$ cat src/rtl/uart_rx_core.sv
// uart_rx_core: receive front end of the USRT.
// A programmable baud generator divides i_Pclk into the bit clock o_Bclk.
// An 8N1 receive shifter samples i_Rx_Serial on each falling edge of o_Bclk.
//
// Optional build macro RX_FRAMING_ERR_EN adds the o_Frame_Err pulse output.
// When the macro is undefined, framing errors are dropped silently.
//
// o_Rx_State is a debug tap of the receive FSM state:
//   0 = IDLE, 1 = DATA, 2 = STOP.
//
// Handshake: o_Done is a one-cycle strobe, with no backpressure.
//   o_Data is valid in the cycle o_Done is high.
//   o_Data then holds until the next correctly framed byte.
module uart_rx_core #(
  parameter int BAUD_WIDTH = 14,
  parameter int DATA_BITS  = 8
) (
  input  logic                  i_Pclk,
  input  logic                  i_Reset,
  input  logic [BAUD_WIDTH-1:0] i_Baud,
  input  logic                  i_Enable,
  input  logic                  i_Rx_Serial,
  output logic                  o_Bclk,
  output logic [DATA_BITS-1:0]  o_Data,
  output logic                  o_Done,
`ifdef RX_FRAMING_ERR_EN
  output logic                  o_Frame_Err,
`endif
  output logic [1:0]            o_Rx_State
);

  localparam int CNT_W = $clog2(DATA_BITS + 1);

  typedef enum logic [1:0] {
    S_IDLE = 2'd0,
    S_DATA = 2'd1,
    S_STOP = 2'd2
  } state_t;

  // Baud generator signals.
  logic [BAUD_WIDTH-1:0] baud_cnt;
  logic [BAUD_WIDTH-1:0] baud_limit;
  logic                  bclk_q;
  logic                  sample_stb;

  // Receive shifter signals.
  state_t               state_q, state_d;
  logic [CNT_W-1:0]     bit_cnt_q, bit_cnt_d;
  logic [DATA_BITS-1:0] shift_q, shift_d;
  logic [DATA_BITS-1:0] data_d;
  logic                 done_d;
`ifdef RX_FRAMING_ERR_EN
  logic                 ferr_d;
`endif

  // A divisor of 0 behaves like 1, so o_Bclk toggles every cycle.
  // The >= compare lets a reduced divisor take effect without a counter wrap.
  assign baud_limit = (i_Baud == '0) ? '0 : i_Baud - BAUD_WIDTH'(1);

  // Divider counter; o_Bclk toggles each time the counter reaches the limit.
  always_ff @(posedge i_Pclk) begin
    if (i_Reset) begin
      baud_cnt <= '0;
      o_Bclk   <= 1'b0;
    end else if (baud_cnt >= baud_limit) begin
      baud_cnt <= '0;
      o_Bclk   <= ~o_Bclk;
    end else begin
      baud_cnt <= baud_cnt + BAUD_WIDTH'(1);
    end
  end

  // Delayed copy of o_Bclk, used to detect its falling edge.
  always_ff @(posedge i_Pclk) begin
    if (i_Reset) bclk_q <= 1'b0;
    else         bclk_q <= o_Bclk;
  end

  // A falling edge of o_Bclk is mid-bit for a transmitter that launches data on rising edges.
  assign sample_stb = bclk_q & ~o_Bclk;

  // Receive FSM register plus shifter, bit counter and output registers.
  always_ff @(posedge i_Pclk) begin
    if (i_Reset) begin
      state_q   <= S_IDLE;
      bit_cnt_q <= '0;
      shift_q   <= '0;
      o_Data    <= '0;
      o_Done    <= 1'b0;
`ifdef RX_FRAMING_ERR_EN
      o_Frame_Err <= 1'b0;
`endif
    end else begin
      state_q   <= state_d;
      bit_cnt_q <= bit_cnt_d;
      shift_q   <= shift_d;
      o_Data    <= data_d;
      o_Done    <= done_d;
`ifdef RX_FRAMING_ERR_EN
      o_Frame_Err <= ferr_d;
`endif
    end
  end

  // Next-state logic: disable aborts to IDLE, otherwise advance on each sample strobe.
  always_comb begin
    state_d   = state_q;
    bit_cnt_d = bit_cnt_q;
    shift_d   = shift_q;
    data_d    = o_Data;
    done_d    = 1'b0;
`ifdef RX_FRAMING_ERR_EN
    ferr_d    = 1'b0;
`endif
    if (!i_Enable) begin
      state_d = S_IDLE;
    end else if (sample_stb) begin
      case (state_q)
        S_IDLE: begin
          if (!i_Rx_Serial) begin
            bit_cnt_d = '0;
            state_d   = S_DATA;
          end
        end
        S_DATA: begin
          shift_d   = {i_Rx_Serial, shift_q[DATA_BITS-1:1]};
          bit_cnt_d = bit_cnt_q + CNT_W'(1);
          if (bit_cnt_q == CNT_W'(DATA_BITS - 1)) state_d = S_STOP;
        end
        S_STOP: begin
          state_d = S_IDLE;
          if (i_Rx_Serial) begin
            data_d = shift_q;
            done_d = 1'b1;
          end
`ifdef RX_FRAMING_ERR_EN
          else begin
            ferr_d = 1'b1;
          end
`endif
        end
        default: state_d = S_IDLE;
      endcase
    end
  end

  assign o_Rx_State = state_q;

endmodule

$ cat config.mk
export PLATFORM = sky130hd
export DESIGN_NAME = uart_rx_core
export DESIGN_NICKNAME = d
export VERILOG_FILES = /design/src/rtl/uart_rx_core.sv
export SDC_FILE = /design/constraint.sdc
export NUM_CORES = 1
export LEC_CHECK = 0
export ABC_AREA = 1
export CAP_MARGIN = 20
export CORE_ASPECT_RATIO = 0.75
export CORE_MARGIN = 2
export CORE_UTILIZATION = 35
export CTS_CLUSTER_SIZE = 10
export DETAILED_ROUTE_END_ITERATION = 8
export PLACE_DENSITY = 0.67
export SLEW_MARGIN = 0
export SYNTH_ARGS = -nofsm -noshare
export SYNTH_HDL_FRONTEND = slang
export SYNTH_SLANG_ARGS = --single-unit
$ cat constraint.sdc
create_clock -name i_Pclk -period 3.1 [get_ports i_Pclk]
set_input_delay 0.62 -clock i_Pclk [delete_from_list [all_inputs] [get_ports i_Pclk]]
set_output_delay 0.62 -clock i_Pclk [all_outputs]
set_load 0.1 [all_outputs]
==> summary.txt <==
Outcome -> completed
CP required -> 3.33 ns
Most frequent cells in the layout -> nor2_1 (66), nand2_1 (52), dfxtp_1 (39), buf_4 (35), inv_1 (34)
Max-slew headroom -> 0.6791
Sw power -> 235.0 uW
Final wirelength -> 4.787 mm
Commonest non-fill, non-tap cell in the layout -> nor2_1
Final RePlAce weighted congestion -> 0.8380
Syn Inst Count -> 320
Final Util -> 0.4744
Chip height -> 73.63 um
Measured slew at the worst slew-check pin -> 0.4808 ns
Routed via count -> 2083
Leakage -> 1.397 nW
Syn_nets -> 355
Setup-failing EPs final -> 0
Setup TNS -> 0 ns
Netlist Area Pre-Place -> 2262 um2
Residual DRC -> 0
GR Overflow Total -> 0
Die X -> 96.83 um
Setup crit start kind -> primary input
H-tree Lvls -> 2
Cell variety after synth -> 24
CTS Root Cell -> clkbuf_8
Reg clk slew, reported paths -> 0.07 ns
Hold slack -> 0.4697 ns
Die footprint -> 7129 um2
Fin crit share -> 0.9387
Largest net degree at the start of global routing -> 20
Vias in the first global route -> 1788
Yosys reg bits -> 39
Antenna diodes -> 0
Core Area -> 6287 um2
Gate power share -> 0.122
Global-route wire length before repair -> 7.928 mm
Max clock buf depth -> 2
Worst skew pair latency -> 0.29 ns
Hold buffer count at CTS -> 0
Cell-internal power -> 805.2 uW
# rows -> 25
Io pins -> 30
Tmin final -> 2.910 ns
Max Fclk -> 0.3436 GHz
Sw Share -> 0.2259
Gr usage total -> 0.1351
Remaining antenna violation count -> 0
Final hold violation count -> 0
FILL cells -> 609
First-iteration detailed-routing DRC count -> 81
Initial Utilization -> 0.3598
Dpl hpwl -> 3.592 mm
Seq/Total Area, Yosys -> 0.3451
Share of cells above drive strength 1 -> 0.2111
Reg2reg setup slack -> 1.47 ns
Detailed-route vias per instance -> 4.528
Dpl ws -> -0.1930 ns
Worst Path Arrival -> 3.14 ns
Layout Skew -> 0.002745 ns
Avg WL per Cell -> 10.41 um
Worst setup EP type -> flop
Clock tree sinks -> 39
CTS tree -> built
Worst Setup Slack, final -> 0.1900 ns
Worst hold path type -> flop to flop
Clk pwr share -> 0.389
Crit path max fanout -> 7
Initial DRT Pass Iterations -> 4
Pins Over Slew Limit -> 0
Sequential power share -> 0.489
Avg Synthesized Cell Area -> 7.069 um2
Initial antenna violation count -> 0
Yosys warns -> 0
Power per cell area -> 348.7 nW/um2
Port buffer count -> 29
Max IR drop VDD -> 0.2326 mV
Crit path kind -> primary input to flop
Synthesis-to-layout area growth -> 31.86%
Fin nets -> 414
Max-cap violations -> 0
CTS buffer count -> 5
-- critical path: stages --
cell and delay, ns:
clkdlybuf4s50_1 0.42, inv_1 0.07, ha_2 0.19, nand3_2 0.10, inv_2 0.08, nand2_2 0.06
nor2_4 0.23, nand3_4 0.15, nand3_2 0.09, ha_1 0.25, nand2_1 0.08, inv_1 0.04
nand2_1 0.06, nand2_1 0.06, nor2_2 0.09, nand2_1 0.07, nor2_2 0.11, nand2_2 0.10
clkbuf_16 0.20, nor2_2 0.07
-- final cells by class --
type | instances | area [um2] | share of cell area
Sequential cell | 39 | 780.7 | 0.2617
Clock inverter | 1 | 30.03 | 0.01007
Tap cell | 81 | 101.3 | 0.03398
Timing Repair Buffer | 54 | 480.5 | 0.1611
Inverter | 39 | 146.4 | 0.04908
Multi-Input combinational cell | 240 | 1371 | 0.4597
Clock buffer | 6 | 72.57 | 0.02433
-- power groups by stage --
stage,registers [mW],logic (mW),clock network (mW)
finish,0.509,0.127,0.404
global route,0.509,0.144,0.433
CTS,0.509,0.119,0.419
detailed placement,0.520,0.118,0
global placement,0.520,0.117,0
floorplan,0.519,0.0613,0
-- state kept, by name (all words and copies together), names as in the netlist --
signal      cells
baud_cnt       14
o_Done          1
o_Rx_State      2
o_Bclk          1
o_Data          8
bclk_q          1
shift_q         8
bit_cnt_q       4
-- synthesized netlist by cell type (all sizes together) --
cell type,count,area [um2]
ha,17,212.7
buf,3,26.27
dfxtp,39,780.8
o31ai,1,7.510
xor2,12,105.1
or2,1,6.260
xnor2,5,43.79
a21oi,11,55.05
nand4,4,25.02
inv,39,146.4
and3b,1,8.760
nor2,81,351.6
nor3,2,21.27
o21ai,24,120.1
nand3,21,120.1
a31oi,1,6.260
nand2,58,225.2
-- repair_timing --
item / 4_1_cts / 5_1_grt
setup endpoints to repair: 0 / 15
gates resized for setup: 0 / 15
setup buffers: 0 / 0
-- final timing paths --
path,cells past startpoint,start,end
worst max register to register,11,baud_cnt[5],baud_cnt[6]
worst max-delay path,20,i_Baud[1],baud_cnt[6]
worst min register to register,2,bit_cnt_q[3],bit_cnt_q[3]
worst min-delay path,2,bit_cnt_q[3],bit_cnt_q[3]
-- cell families after synthesis --
| logic type | after synthesis | share of synthesized area |
|---|---|---|
| adders and majority gates | 17 | 0.09402 |
| AOI/OAI and AO/OA | 37 | 0.08352 |
| buffers and inverters | 42 | 0.07632 |
| xor gates and xnor gates | 17 | 0.06582 |
| DFF | 39 | 0.3451 |
| and+or+nand+nor | 168 | 0.3352 |
-- per-stage QoR --
| stage | std cells | power, mW | area (um2) |
|---|---|---|---|
| after floorplan | 320 | 0.5806 | 2262 |
| after CTS | 458 | 1.046 | 2893 |
| after global routing | 460 | 1.086 | 2983 |
| after detailed placement | 451 | 0.6386 | 2790 |
| final | 460 | 1.040 | 2983 |
| after global placement | 451 | 0.6371 | 2790 |
-- per-layer routing --
layer  track usage  vias up  wire [um]
met4       0.03756        0         44
met1        0.1883      918       2591
met3       0.03235        5        146
met2        0.2106       25       2004
li1              -     1135          -
met5             0        -          0
Note: power is estimated with default switching activity, not from simulation.
